### src/rtl/ps2_pkg.sv
// rtl/ps2_pkg.sv - shared state encoding and command codes for the PS/2 host transmitter
package ps2_pkg;

    // Transmitter states
    localparam logic [2:0] IDLE      = 3'd0;
    localparam logic [2:0] INHIBIT   = 3'd1;
    localparam logic [2:0] RELEASE   = 3'd2;
    localparam logic [2:0] DATA      = 3'd3;
    localparam logic [2:0] ACK       = 3'd4;
    localparam logic [2:0] WAIT_IDLE = 3'd5;

    localparam logic [7:0] PS2_CMD_SET_LED = 8'hED;
    localparam logic [7:0] PS2_CMD_RESET   = 8'hFF;
    localparam logic [7:0] PS2_CMD_ENABLE  = 8'hF4;
    localparam logic [7:0] PS2_RSP_ACK     = 8'hFA;

    function automatic logic odd_parity(input logic [7:0] d);
        return ~^d;
    endfunction

endpackage

### src/rtl/ps2_line_sync.sv
// rtl/ps2_line_sync.sv - 2-FF synchronizer for one PS/2 pin with falling-edge pulse
module ps2_line_sync (
    input  logic Clk,
    input  logic reset,
    input  logic i_pin,
    output logic o_level,
    output logic o_fall
);

    logic r_meta;
    logic r_sync;
    logic r_prev;

    // Idle PS/2 lines float high, so reset to 1 to avoid a spurious fall.
    always_ff @(posedge Clk or posedge reset) begin
        if (reset) begin
            r_meta <= 1'b1;
            r_sync <= 1'b1;
            r_prev <= 1'b1;
        end else begin
            r_meta <= i_pin;
            r_sync <= r_meta;
            r_prev <= r_sync;
        end
    end

    assign o_level = r_sync;
    assign o_fall  = r_prev & ~r_sync;

endmodule

### src/rtl/ps2_host_tx.sv
// rtl/ps2_host_tx.sv - host-to-device PS/2 command transmitter driving open-drain enables
module ps2_host_tx
    import ps2_pkg::*;
#(
    parameter int unsigned CLK_HZ         = 50_000_000,
    parameter int unsigned INHIBIT_CYCLES = CLK_HZ / 1_000_000 * 120,
    parameter int unsigned TIMEOUT_CYCLES = 1_000_000
) (
    input  logic       Clk,
    input  logic       reset,
    input  logic       tx_valid,
    input  logic [7:0] tx_data,
    output logic       tx_ready,
    input  logic       psClk_in,
    input  logic       psData_in,
    output logic       psClk_oe,
    output logic       psData_oe,
    output logic       busy,
    output logic       done,
    output logic       err
);

    localparam logic [15:0] INH_LAST = 16'(INHIBIT_CYCLES - 1);
    localparam logic [19:0] TO_LAST  = 20'(TIMEOUT_CYCLES - 1);

    logic [2:0]  r_state;
    logic [15:0] r_inh_cnt;
    logic [19:0] r_to_cnt;
    logic [3:0]  r_bit_cnt;
    logic [7:0]  r_shift;
    logic        r_parity;
    logic        r_data_oe;

    logic w_clk_lvl;
    logic w_clk_fall;
    logic w_data_lvl;
    logic w_data_fall_unused;
    logic w_timeout;

    ps2_line_sync u_clk_sync (
        .Clk     (Clk),
        .reset   (reset),
        .i_pin   (psClk_in),
        .o_level (w_clk_lvl),
        .o_fall  (w_clk_fall)
    );

    ps2_line_sync u_data_sync (
        .Clk     (Clk),
        .reset   (reset),
        .i_pin   (psData_in),
        .o_level (w_data_lvl),
        .o_fall  (w_data_fall_unused)
    );

    assign w_timeout = ((r_state == DATA) || (r_state == ACK) || (r_state == WAIT_IDLE))
                       && (r_to_cnt == TO_LAST);

    always_ff @(posedge Clk or posedge reset) begin
        if (reset) begin
            r_state   <= IDLE;
            r_inh_cnt <= '0;
            r_to_cnt  <= '0;
            r_bit_cnt <= '0;
            r_shift   <= '0;
            r_parity  <= 1'b0;
            r_data_oe <= 1'b0;
        end else begin
            case (r_state)
                IDLE: begin
                    if (tx_valid) begin
                        r_shift   <= tx_data;
                        r_parity  <= odd_parity(tx_data);
                        r_inh_cnt <= '0;
                        r_state   <= INHIBIT;
                    end
                end
                INHIBIT: begin
                    if (r_inh_cnt == INH_LAST) begin
                        r_data_oe <= 1'b1;
                        r_state   <= RELEASE;
                    end else begin
                        r_inh_cnt <= r_inh_cnt + 16'd1;
                    end
                end
                RELEASE: begin
                    r_bit_cnt <= '0;
                    r_to_cnt  <= '0;
                    r_state   <= DATA;
                end
                DATA: begin
                    r_to_cnt <= r_to_cnt + 20'd1;
                    // Timeout takes priority over a coincident clock fall.
                    if (w_timeout) begin
                        r_data_oe <= 1'b0;
                        r_state   <= IDLE;
                    end else if (w_clk_fall) begin
                        r_bit_cnt <= r_bit_cnt + 4'd1;
                        if (r_bit_cnt < 4'd8) begin
                            r_data_oe <= ~r_shift[0];
                            r_shift   <= {1'b0, r_shift[7:1]};
                        end else if (r_bit_cnt == 4'd8) begin
                            r_data_oe <= ~r_parity;
                        end else begin
                            r_data_oe <= 1'b0;
                            r_state   <= ACK;
                        end
                    end
                end
                ACK: begin
                    r_to_cnt <= r_to_cnt + 20'd1;
                    if (w_timeout) begin
                        r_data_oe <= 1'b0;
                        r_state   <= IDLE;
                    end else if (w_clk_fall) begin
                        r_bit_cnt <= r_bit_cnt + 4'd1;
                        r_state   <= w_data_lvl ? IDLE : WAIT_IDLE;
                    end
                end
                WAIT_IDLE: begin
                    r_to_cnt <= r_to_cnt + 20'd1;
                    if (w_timeout || (w_clk_lvl && w_data_lvl)) begin
                        r_state <= IDLE;
                    end
                end
                default: r_state <= IDLE;
            endcase
        end
    end

    // Pulses are decoded from the exiting state so tx_ready rises the cycle after.
    assign err       = w_timeout || ((r_state == ACK) && w_clk_fall && w_data_lvl);
    assign done      = (r_state == WAIT_IDLE) && !w_timeout && w_clk_lvl && w_data_lvl;
    assign tx_ready  = (r_state == IDLE);
    assign busy      = (r_state != IDLE);
    assign psClk_oe  = (r_state == INHIBIT);
    assign psData_oe = r_data_oe;

endmodule

### config.mk
export PLATFORM = sky130hd
export DESIGN_NAME = ps2_host_tx
export DESIGN_NICKNAME = d
export VERILOG_FILES = /design/src/rtl/ps2_pkg.sv /design/src/rtl/ps2_line_sync.sv /design/src/rtl/ps2_host_tx.sv
export SDC_FILE = /design/constraint.sdc
export NUM_CORES = 1
export LEC_CHECK = 0
export ABC_AREA = 1
export BUFFER_PORTS_ARGS = -buffer_cell sky130_fd_sc_hd__buf_2
export CORE_UTILIZATION = 60
export DETAILED_ROUTE_END_ITERATION = 16
export GPL_TIMING_DRIVEN = 0
export PLACE_DENSITY = 0.79
export SETUP_SLACK_MARGIN = 0.15
export SKIP_LAST_GASP = 1
export SLEW_MARGIN = 15
export SYNTH_ARGS = -nofsm -noshare
export SYNTH_HDL_FRONTEND = slang
export SYNTH_SLANG_ARGS = --single-unit
### constraint.sdc
create_clock -name Clk -period 4.2 [get_ports Clk]
set_clock_uncertainty 0.1 [all_clocks]
set_input_delay 0 -clock Clk [delete_from_list [all_inputs] [get_ports Clk]]
set_output_delay 0 -clock Clk [all_outputs]
set_load 0.01 [all_outputs]
# ---- Word level (Yosys, flattened, before mapping)
# Index checks and enable logic that the tools add are counted.
dict set report totals {
  reg_bits 58
}
dict set report op_classes {
  n_addsub 3
  n_lt_le_gt_ge 1
  n_eq_ne 22
  muxes 30
  bitwise 4
  reduce_logical 28
}
# op n
set op_table {}
lappend op_table {{$pmux W20 S2} 1}
lappend op_table {{$mux W16} 2}
lappend op_table {{$mux W8} 4}
lappend op_table {{$pmux W16 S2} 1}
lappend op_table {{$mux W3} 10}
lappend op_table {{$add A20 B1 Y20 const B} 1}
lappend op_table {{$eq A20 B20 Y1 const B} 1}
lappend op_table {{$pmux W3 S6} 1}
lappend op_table {{$add A16 B1 Y16 const B} 1}
lappend op_table {{$eq A16 B13 Y1 const B} 1}
lappend op_table {{$pmux W8 S2} 1}
lappend op_table {{$ne A2 B2 Y1 const B} 6}
lappend op_table {{$ne A3 B3 Y1 const B} 4}
lappend op_table {{$mux W4} 2}
lappend op_table {{$ne A2 B1 Y1 const B} 4}
lappend op_table {{$pmux W4 S2} 1}
lappend op_table {{$reduce_bool A2 Y1} 4}
lappend op_table {{$reduce_xnor A8 Y1} 1}
lappend op_table {{$logic_and A1 B1 Y1} 7}
lappend op_table {{$reduce_and A7 Y1} 1}
lappend op_table {{$eq A3 B2 Y1 const B} 2}
lappend op_table {{$eq A3 B3 Y1 const B} 2}
lappend op_table {{$mux W1} 6}
lappend op_table {{$reduce_and A3 Y1} 2}
lappend op_table {{16 further kinds} 22}

# ---- Longest topological paths before layout
# Gate-level depths: netlist of run 1.
dict set report logic_depth {
  word_depth 8
  depth_mapped 11
}

# ---- By module
# A second synthesis of run 1 with hierarchy kept.
dict set report hier_totals {
  cells_unflattened 437
  hier_area_um2 3424.5
}
# mod n_inst cells_per_inst area_per_inst_um2
set modules_own_cells {}
lappend modules_own_cells {ps2_host_tx 1 425 3239.4}
lappend modules_own_cells {ps2_line_sync 2 6 92.6}

# ---- Worst setup path after synthesis of run 1
# Ideal clock, no wire load.
dict set report synth_path {
  path_type {reg2reg}
  start {reg r_state[0]}
  end {reg r_state[1]}
  setup_ns 0.123
  arrival_time_ns 1.408
  setup_slack_ns 2.569
  path_stages_with_launch 10
  path_buffers 0
  cell_sequence {dfrtp_1 -> nor2_1 -> inv_1 -> nor2_2 -> inv_1 -> or2_0 -> nand3_1 -> nor2_2 -> nand2_1 -> nand2_1}
}
dict set report synth_via {
  word_cells_on_any_way 21
}
# item line
set synth_rtl {}
lappend synth_rtl {{start, declared} ps2_host_tx.sv:26} ;# logic [2:0] r_state;
lappend synth_rtl {{start signal, assigned} ps2_host_tx.sv:117} ;# r_state <= w_data_lvl ? IDLE : WAIT_IDLE;
lappend synth_rtl {{$logic_not A3 Y1 *} --}
lappend synth_rtl {{net tx_ready} ps2_host_tx.sv:13} ;# output logic tx_ready,
lappend synth_rtl {{$ne A2 B2 Y1 (no line)} --}
lappend synth_rtl {{$reduce_and A7 Y1 (no line)} --}
# Mark *: on every way through the listed nets, which the timed path passes. The rest lies on a longest branch.
# A chain may end at the register's enable or synchronous reset.

# ---- Worst setup path in the final report of run 1
dict set report layout_path {
  start {reg r_inh_cnt[0]}
  end {reg r_inh_cnt[14]}
}
dict set report layout_via {
  elab_chain_len 3
  word_cells_on_any_way 6
}
# item line
set layout_rtl {}
lappend layout_rtl {{start, declared} ps2_host_tx.sv:27} ;# logic [15:0] r_inh_cnt;
lappend layout_rtl {{start signal, assigned} ps2_host_tx.sv:83} ;# r_inh_cnt <= r_inh_cnt + 16'd1;
lappend layout_rtl {{$add A16 B1 Y16 or $eq A16 B13 Y1 (tied branches)} {ps2_host_tx.sv:83, ps2_host_tx.sv:79}}
lappend layout_rtl {{$mux W16 or $ne A2 B2 Y1 (tied branches)} --}
lappend layout_rtl {{$pmux W16 S2 or $reduce_and A3 Y1 (tied branches)} --}
# Parallel ways exist; a longest one is shown, timed or not. The select of a mux whose other input is x is not followed.

==> results of run 1 <==
==> timing repair <==
| item | 4_1_cts | 5_1_grt |
|---|---|---|
| hold buffers | 11 | 0 |
| hold endpoints to repair | 63 | 0 |
| resized for setup | 0 | 0 |
==> cell type report <==
| class | instances | area share |
|---|---|---|
| well taps | 72 | 0.0225 |
| multi-input cells | 365 | 0.441 |
| repair buffers | 29 | 0.0500 |
| inverters | 59 | 0.0559 |
| flip-flops and latches | 58 | 0.364 |
| clock buffers | 11 | 0.0328 |
| clock inverters | 5 | 0.0256 |
| plain buffers | 6 | 0.00843 |
==> flip-flops by register name, indices dropped and copies added, names as in the netlist <==
| signal | flops |
|---|---|
| psData_oe | 1 |
| u_clk_sync.r_meta | 1 |
| r_inh_cnt | 16 |
| r_parity | 1 |
| r_bit_cnt | 4 |
| r_to_cnt | 20 |
| r_shift | 8 |
| u_data_sync.r_meta | 1 |
| r_state | 3 |
| u_data_sync.o_level | 1 |
| u_clk_sync.o_level | 1 |
| u_clk_sync.r_prev | 1 |
==> logic make-up (layout without fill, tap and decap cells) <==
logic type,after synthesis,after routing,share of synthesized area
and+or+nand+nor,294,294,0.375
buffers and inverters,65,110,0.0733
DFF,58,58,0.419
AOI/OAI and AO/OA,51,51,0.0787
xor gates and xnor gates,16,16,0.0403
adders and majority gates,4,4,0.0144
==> where the power goes <==
group	internal, uW	leakage, uW	switching (uW)	total (uW)
combinational	241	0.00106	529	770
clock	394	0.000114	230	623
sequential	657	0.000769	81.9	739
==> per-layer routing <==
layer	GRT usage	part of all wire	vias up
met2	0.503	0.48	97
met3	0.0465	0.045	19
met1	0.374	0.45	1552
met4	0.154	0.025	0
met5	0	0	-
li1	-	-	1655
==> worst max-delay path by stage <==
stage,start,endpoint,slack (ps),cells after the start
5_1_grt,r_to_cnt[0],err,2030,8
6_report,r_inh_cnt[0],r_inh_cnt[14],2200,8
2_1_floorplan,r_state[0],r_state[1],2570,9
3_3_place_gp,reset,r_shift[7],1940,2
3_5_place_dp,r_inh_cnt[0],r_inh_cnt[14],2230,8
4_1_cts,r_inh_cnt[0],r_inh_cnt[14],2210,8
==> layout by cell type (no fill, tap or decap), types with 5 or more instances in the layout <==
cell type,n
nand2_1,145
dfstp_2,5
nand4_1,9
clkbuf_8,9
dfrtp_1,53
buf_2,21
inv_1,55
a21oi_1,10
xor2_1,8
o21ai_0,30
xnor2_1,8
nor3_1,12
nand3_1,61
dlygate4sd3_1,11
nor2_1,51
==> worst register-to-register path, cell delays in order (launching register included) <==
cell and delay [ps]:
dfrtp_1 430, ha_1 210, nand3_1 200, nor3_1 210, nand2_1 120, nand2_4 150
nand2_4 120, buf_4 210, o21ai_0 170
==> metrics by stage <==
stage          setup slack (ps)   util  area, um2  hold slack [ps]  instances
6_report                   2200  0.723       4010             33.6        605
5_1_grt                    2030  0.723       4010             86.4        605
2_1_floorplan              2570      -       3480            -95.5        488
3_3_place_gp               1940  0.661       3660             4.52        578
3_5_place_dp               2230  0.661       3660             7.34        578
4_1_cts                    2210  0.723       4010             29.0        605
==> flow_summary.yaml, run 1 <==
run_status:
  outcome: "completed"
floorplanning:
  core_um2: 5540
  ios: 19
  start_util: 0.628
  dieArea_um2: 6110
  rows: 27
  fp.dieW_um: 78.2
  die_y_um: 78.2
critical_path:
  reg2reg_depth: 8
  worst_path_largest_cell_delay_ps: 430
  critPathTopFamily: "simple AND/OR/NAND/NOR gates"
  cp_num_buf_inv: 1
  worstSetupStartpointType: "flop"
  worstPathCellList: "ha_1, nand3_1, nor3_1, nand2_1, nand2_4, nand2_4, buf_4, o21ai_0"
  crit_slowest_cell: "dfrtp_1"
  cp_max_fo: 10
  required_ps: 4350
  r2r-end: "r_inh_cnt[14]"
  worst-r2r-setup-slack_ps: 2200
  end_kind: "flop"
  crit_top_cell: "nand2_4"
  arrival_ps: 2150
  critPathKind: "reg2reg"
  crit-reg2reg-launch: "r_inh_cnt[0]"
logic_synthesis:
  synth-edff-count: 0
  synthDominantCellAreaShare: 0.381
  synthTopCellsByArea: "dfrtp_1, nand2_1, nand3_1"
  synth-main-ff-cell: "dfrtp_1"
  netlist.top_cell.by_area: "dfrtp_1"
  ys_seq_elements: 58
  seq_area_frac_synth: 0.419
  synth_area_um2: 3480
  syn_area_per_cell_um2: 7.13
  ys_top_cells_by_count: "nand2_1, nand3_1, inv_1, dfrtp_1, nor2_1"
  yosysUniqueCellTypes: 33
  yosysMostFrequentCell: "nand2_1"
  synth_nets: 505
  ys_warn_count: 0
  synth-async-reset-ratio: 1.00
  syn_inst: 488
sta:
  tns_ps: 0
  tightest_slew_ps: 693
  finalSetupViolCount: 0
  hold_viol_final: 0
  slew_viol_final: 0
  slew_headroom: 0.538
  max_freq_mhz: 499
  rsz0062_at_grt: "false"
  period_minus_slack_ps: 2000
  fin_crit_sh: 0.477
grt:
  grt_pass1_vias: 3261
  grt_use_total: 0.299
  antenna_found_initial: 0
  grt_overflow_total: 0
  grt_pass1_wl_um: 14300
  grt_max_degree: 59
routing:
  drc: 0
  drt-total-wl_um: 7950
  viasPerCell: 5.49
  final_antenna_net_count: 0
  wire_per_inst_um: 13.1
  via_count: 3323
  drt_iter0_markers: 265
  first_pass_iters: 5
layout:
  multi_input_area_um2: 1770
  layout.nets: 545
  antennaDiodeCount: 0
  drive_above_1_share: 0.113
  fill_cells: 465
  seq_area_um2: 1460
  syn_to_final_growth_pct: 15.1
power:
  power.total_uw: 2130
  powerDensity_nw_per_um2: 532
  p_leak_uw: 0.00195
  irDropWorstVdd_mv: 0.307
place:
  port_buffers: 18
  dpl.hpwl_um: 5580
  gp_congestion: 0.895
cts:
  root_buffer: "clkbuf_8"
  cts_tree: "built"
  cts_sinks: 58
  post-cts-setup-buffers: 0
  clk_latency_ps: 350
  htreeDepth: 3
  numCtsBuffers: 9
  clk_transition_reported_paths_ps: 70
  clk_path_buf_depth: 2
run:
  max_cap_violations: 0
worst_hold_path:
  whs_path_depth: 4
  holdCritPathClass: "in2reg"
  hold_end: "r_inh_cnt[10]"
  hold_start: "tx_valid"
Note: power is estimated with default switching activity, not from simulation.
==> inputs of run 2 (changes only) <==
--- a/config.mk
+++ b/config.mk
@@ -5,12 +5,12 @@
 export SDC_FILE = /design/constraint.sdc
 export NUM_CORES = 1
 export LEC_CHECK = 0
-export ABC_AREA = 1
+export ABC_AREA = 0
 export BUFFER_PORTS_ARGS = -buffer_cell sky130_fd_sc_hd__buf_2
-export CORE_UTILIZATION = 60
+export CORE_UTILIZATION = 55
 export DETAILED_ROUTE_END_ITERATION = 16
 export GPL_TIMING_DRIVEN = 0
-export PLACE_DENSITY = 0.79
+export PLACE_DENSITY = 0.76
 export SETUP_SLACK_MARGIN = 0.15
 export SKIP_LAST_GASP = 1
 export SLEW_MARGIN = 15
==> constraint.sdc (replaced) <==
create_clock -name Clk -period 1.8 [get_ports Clk]
set_clock_uncertainty 0.1 [all_clocks]
set_input_delay 0 -clock Clk [delete_from_list [all_inputs] [get_ports Clk]]
set_output_delay 0 -clock Clk [all_outputs]
set_load 0.01 [all_outputs]
==> flow_summary.yaml, run 2 <==
run_status:
  outcome: "finished with violations"
  violations: "negative setup slack"
critical_path:
  required_ps: 1930
  end_kind: "flop"
  worstSetupStartpointType: "flop"
  critPathKind: "reg2reg"
  cp_num_buf_inv: 0
  critPathTopFamily: "simple AND/OR/NAND/NOR gates"
  cp_max_fo: 3
  arrival_ps: 2480
  worstPathCellList: "or4b_4, or4_4, nand2_4, a21boi_4, mux2_4"
  worst_path_largest_cell_delay_ps: 560
  crit_slowest_cell: "or4b_4"
power:
  irDropWorstVdd_mv: 0.813
  power_switching_share: 0.369
  p_switching_uw: 2220
  p_comb_frac: 0.449
  powerDensity_nw_per_um2: 1280
  power_frac_seq: 0.294
  intPower_uw: 3790
  p_leak_uw: 0.00206
  power_frac_clock: 0.258
logic_synthesis:
  ys_warn_count: 0
  synth-async-reset-ratio: 1.00
  synth_nets: 348
  syn_area_per_cell_um2: 9.68
  yosysUniqueCellTypes: 60
  synthTopCellsByArea: "dfrtp_1, nand2_1, dfstp_2"
  synth-edff-count: 0
  synth_area_um2: 3200
  netlist.top_cell.by_area: "dfrtp_1"
  ys_top_cells_by_count: "nand2_1, dfrtp_1, nand3_1, o21ai_0, nor2_1"
  syn_inst: 331
  ys_seq_elements: 58
  synth-main-ff-cell: "dfrtp_1"
  seq_area_frac_synth: 0.455
  yosysMostFrequentCell: "nand2_1"
  synthDominantCellAreaShare: 0.414
floorplanning:
  start_util: 0.575
  rows: 27
  ios: 19
  core_um2: 5570
  die_y_um: 78.3
  dieArea_um2: 6130
  fp.dieW_um: 78.3
sta:
  period_minus_slack_ps: 2350
  hold-worst-slack_ps: 197
  max_freq_mhz: 426
  slew_viol_final: 0
  slew_headroom: 0.524
  hold_viol_final: 0
  finalSetupViolCount: 41
  rsz0062_at_grt: "true"
  setup_slack_ps: -549
  tightest_slew_ps: 713
  fin_crit_sh: 1.30
cts:
  cts_sinks: 58
  clk_transition_reported_paths_ps: 80
  clk_path_buf_depth: 2
  htreeDepth: 3
  root_buffer: "clkbuf_8"
  numCtsBuffers: 9
  cts_tree: "built"
  clk_latency_ps: 360
layout:
  layout_commonest_cell: "nand2_1"
  syn_to_final_growth_pct: 46.5
  fin_util: 0.842
  largest_register_ffs: 20
  fill_cells: 232
  drive_above_1_share: 0.451
  final_cell_mix: "nand2_1, dfrtp_1, buf_4"
  multi_input_area_um2: 2060
  antennaDiodeCount: 0
  seq_area_um2: 1470
  layout.nets: 444
  design_area_um2: 4690
  top_regs: "r_to_cnt (20), r_inh_cnt (16), r_shift (8)"
  top_register: "r_to_cnt"
grt:
  grt_pass1_vias: 2838
  grt_max_degree: 59
  grt_pass1_wl_um: 13600
  grt_overflow_total: 0
  met3_usage: 0.0814
  grtUsageMet2: 0.468
  grt_use_total: 0.294
  top_usage_layer: "met2"
  antenna_found_initial: 0
  use_met1: 0.367
run:
  max_cap_violations: 0
place:
  dpl.hpwl_um: 4490
  gp_congestion: 0.820
  port_buffers: 18
  post_dp_cell_area_um2: 3510
routing:
  viasPerCell: 6.60
  first_pass_iters: 5
  via_count: 3324
  wire_per_inst_um: 21.5
  final_antenna_net_count: 0
  drt-total-wl_um: 10800
  drt_iter0_markers: 356
  drc: 0
worst_hold_path:
  holdCritPathClass: "in2reg"
==> run 2: cell count changes after synthesis, moves of 6 or more <==
cell / change
nand2_1: -88
mux2_2: +8
and3_1: +6
nor3_1: -9
o31ai_1: +6
mux2i_1: +11
nor2_1: -34
o21ai_0: -12
inv_1: -46
nand3_1: -37
==> run 2: metrics by stage <==
| step | setup WS (ps) | instances | power (uW) | TNS, ps |
|---|---|---|---|---|
| after floorplan | -457 | 331 | 2980 | -4990 |
| after global placement | -539 | 421 | 3300 | -32530 |
| after detailed placement | -551 | 421 | 3340 | -10060 |
| after CTS | -471 | 484 | 5280 | -6990 |
| after global routing | -564 | 504 | 6210 | -10920 |
| final | -549 | 504 | 6020 | -9280 |
==> run 2: logic make-up after synthesis <==
group,after synthesis,synth area share
AND/OR/NAND/NOR,156,0.267
AO/OA/AOI/OAI,58,0.123
flip-flops,58,0.455
buffers and inverters,21,0.0340
multiplexers,20,0.0672
XOR/XNOR,14,0.0383
adder cells (fa/ha/maj),4,0.0156
==> run 2: area by class of cell <==
cell class                 instances  area share
timing repair buffer              84       0.145
tap                               72      0.0192
sequential                        58       0.312
multi-input combinational        253       0.438
buffer                            10      0.0219
inverter                          11     0.00986
clock buffer                      11      0.0323
clock inverter                     5      0.0213
==> run 2: repair_timing <==
action | in CTS | in global routing
setup buffers | 33 | 20
gates resized for setup | 44 | 67
endpoints found under the setup margin | 56 | 55
hold buffers | 12 | 0
hold endpoints to repair | 64 | 0
gates cloned | 2 | 0
pin swaps | 26 | 29
==> run 2: path summary, 6_finish.rpt <==
path | startpoint | endpoint | slack [ps] | cells after the start
worst min-delay path | psData_in | u_data_sync.r_meta | 200 | 2
worst max-delay path | r_inh_cnt[4] | psData_oe | -550 | 5
worst max register to register | r_inh_cnt[4] | psData_oe | -550 | 5
max in group asynchronous | reset | r_to_cnt[3] | 860 | 3
worst min register to register | u_clk_sync.r_meta | u_clk_sync.o_level | 250 | 0
min in group asynchronous | reset | r_inh_cnt[13] | 230 | 3
==> run 2: power by group through the flow <==
stage               Sequential [uW]  Clock, uW  Combinational [uW]
finish                         1770       1550                2700
detailed placement             1740          0                1600
CTS                            1710       1540                2030
global placement               1720          0                1570
global route                   1780       1610                2820
floorplan                      1690          0                1290
==> run 2: per-layer routing <==
layer,vias to the layer above,part of all wire
li1,1393,-
met1,1651,0.39
met2,216,0.48
met3,64,0.076
met4,0,0.046
met5,-,0
==> inputs of run 3 (changes only) <==
--- a/config.mk
+++ b/config.mk
@@ -11,7 +11,7 @@
 export DETAILED_ROUTE_END_ITERATION = 16
 export GPL_TIMING_DRIVEN = 0
 export PLACE_DENSITY = 0.76
-export SETUP_SLACK_MARGIN = 0.15
+export SETUP_SLACK_MARGIN = 0.5
 export SKIP_LAST_GASP = 1
 export SLEW_MARGIN = 15
 export SYNTH_ARGS = -nofsm -noshare
==> flow_summary.yaml, run 3 (same netlist as run 2, synthesis figures left out) <==
run_status:
  outcome: "finished with violations"
  violations: "negative setup slack"
grt:
  grt_use_total: 0.337
  grt_pass1_wl_um: 15400
  grt_pass1_vias: 3156
  antenna_found_initial: 0
  grt_overflow_total: 0
  grt_max_degree: 32
cts:
  clk_transition_reported_paths_ps: 80
  cts_tree: "built"
  cts_sinks: 58
  root_buffer: "clkbuf_8"
  clk_latency_ps: 360
  numCtsBuffers: 9
  clk_path_buf_depth: 2
  htreeDepth: 3
floorplanning:
  ios: 19
  rows: 27
  die_y_um: 78.3
  core_um2: 5570
  fp.dieW_um: 78.3
  dieArea_um2: 6130
  start_util: 0.575
place:
  placedCellCount: 422
  gp_congestion: 0.800
  port_buffers: 18
  dpl.hpwl_um: 4750
layout:
  top_regs: "r_to_cnt (20), r_inh_cnt (16), r_shift (8)"
  seq_area_um2: 1470
  layout.cells.non_filler: 529
  final_cell_mix: "nand2_1, buf_4, dfrtp_1"
  multi_input_area_um2: 2070
  fill_cells: 185
  layout.nets: 469
  antennaDiodeCount: 0
  syn_to_final_growth_pct: 57.1
  largest_register_ffs: 20
  layout_commonest_cell: "nand2_1"
  top_register: "r_to_cnt"
  drive_above_1_share: 0.484
routing:
  wire_per_inst_um: 26.7
  drt-total-wl_um: 14100
  drt_iter0_markers: 584
  viasPerCell: 7.09
  drc: 0
  via_count: 3748
  first_pass_iters: 5
  final_antenna_net_count: 0
power:
  power_frac_seq: 0.260
  p_switching_uw: 2670
  intPower_uw: 4150
  power_frac_clock: 0.198
  p_leak_uw: 0.00224
  power_switching_share: 0.392
  power.total_uw: 6820
  irDropWorstVdd_mv: 0.887
  p_comb_frac: 0.541
  powerDensity_nw_per_um2: 1360
sta:
  fin_crit_sh: 1.36
  hold_viol_final: 0
  slew_viol_final: 0
  max_freq_mhz: 408
  setup_slack_ps: -653
  tightest_slew_ps: 718
  period_minus_slack_ps: 2450
  finalSetupViolCount: 52
  slew_headroom: 0.520
  tns_ps: -14630
  rsz0062_at_grt: "true"
critical_path:
  end_kind: "flop"
  critPathKind: "reg2reg"
  arrival_ps: 2570
  worstSetupStartpointType: "flop"
  cp_max_fo: 4
  required_ps: 1920
run:
  max_cap_violations: 0
worst_hold_path:
  holdCritPathClass: "in2reg"
[run 3: cell types whose count changed in the layout (fill, tap and decap cells not counted), sizes merged]
cell and delta:
bufinv -2, clkinv -1, inv -2, buf +22, a21oi -1, clkinvlp +1
clkbuf +7, dlygate4sd3 +1
[run 3: routing by layer]
metal	global-route usage	vias up	routed length [um]	part of all wire
li1	-	1441	-	-
met1	0.404	1810	4930	0.35
met2	0.541	367	6230	0.44
met3	0.0953	130	1700	0.12
met4	0.194	0	1240	0.088
met5	0	-	0	0
[run 3: final cells by class]
cell class              count  area share
well taps                  72      0.0179
multi-input cells         252       0.410
repair buffers            110       0.197
clock buffers              15      0.0370
clock inverters             1     0.00597
inverters                  11      0.0114
flip-flops and latches     58       0.292
plain buffers              10      0.0283
[run 3: path summary, 6_finish.rpt]
| check | endpoint | cells after the start | startpoint | slack (ps) |
|---|---|---|---|---|
| max | r_inh_cnt[3] | 6 | r_inh_cnt[4] | -650 |
| min | u_clk_sync.r_meta | 2 | psClk_in | 200 |
| max reg2reg | r_inh_cnt[3] | 6 | r_inh_cnt[4] | -650 |
| min reg2reg | u_clk_sync.o_level | 0 | u_clk_sync.r_meta | 260 |
| max in group asynchronous | u_data_sync.o_level | 4 | reset | 730 |
| min in group asynchronous | r_inh_cnt[2] | 3 | reset | 210 |
[run 3: worst max-delay path: stages (launching register included)]
cell	delay [ps]
dfrtp_1	430
or4b_4	550
or4_4	580
buf_4	190
nand4b_1	130
xor2_1	240
nor2_1	100
[run 3: repair_timing]
action                                 in CTS  in global routing
pin swaps                                  19                 31
gates cloned                                2                  2
endpoints found under the hold margin      41                  0
hold buffers                               13                  0
setup endpoints to repair                  58                 58
buffers inserted                           42                 32
gates resized for setup                    56                 52
[run 3: through the flow]
stage / worst slack (ps) / hold WS, ps / instance area (um2) / utilization
detailed placement: -579 / 6.88 / 3650 / 0.654
floorplan: -457 / -95.5 / 3450 / -
global route: -683 / 195 / 5030 / 0.903
global placement: -566 / 4.89 / 3630 / 0.651
finish: -653 / 196 / 5030 / 0.903
CTS: -509 / 115 / 4580 / 0.821
[run 3: power by group through the flow]
stage	registers, uW	logic, uW	clock network (uW)
6_report	1780	3690	1350
3_3_place_gp	1730	1720	0
5_1_grt	1780	3810	1400
4_1_cts	1720	2510	1320
2_1_floorplan	1700	1430	0
3_5_place_dp	1740	1770	0
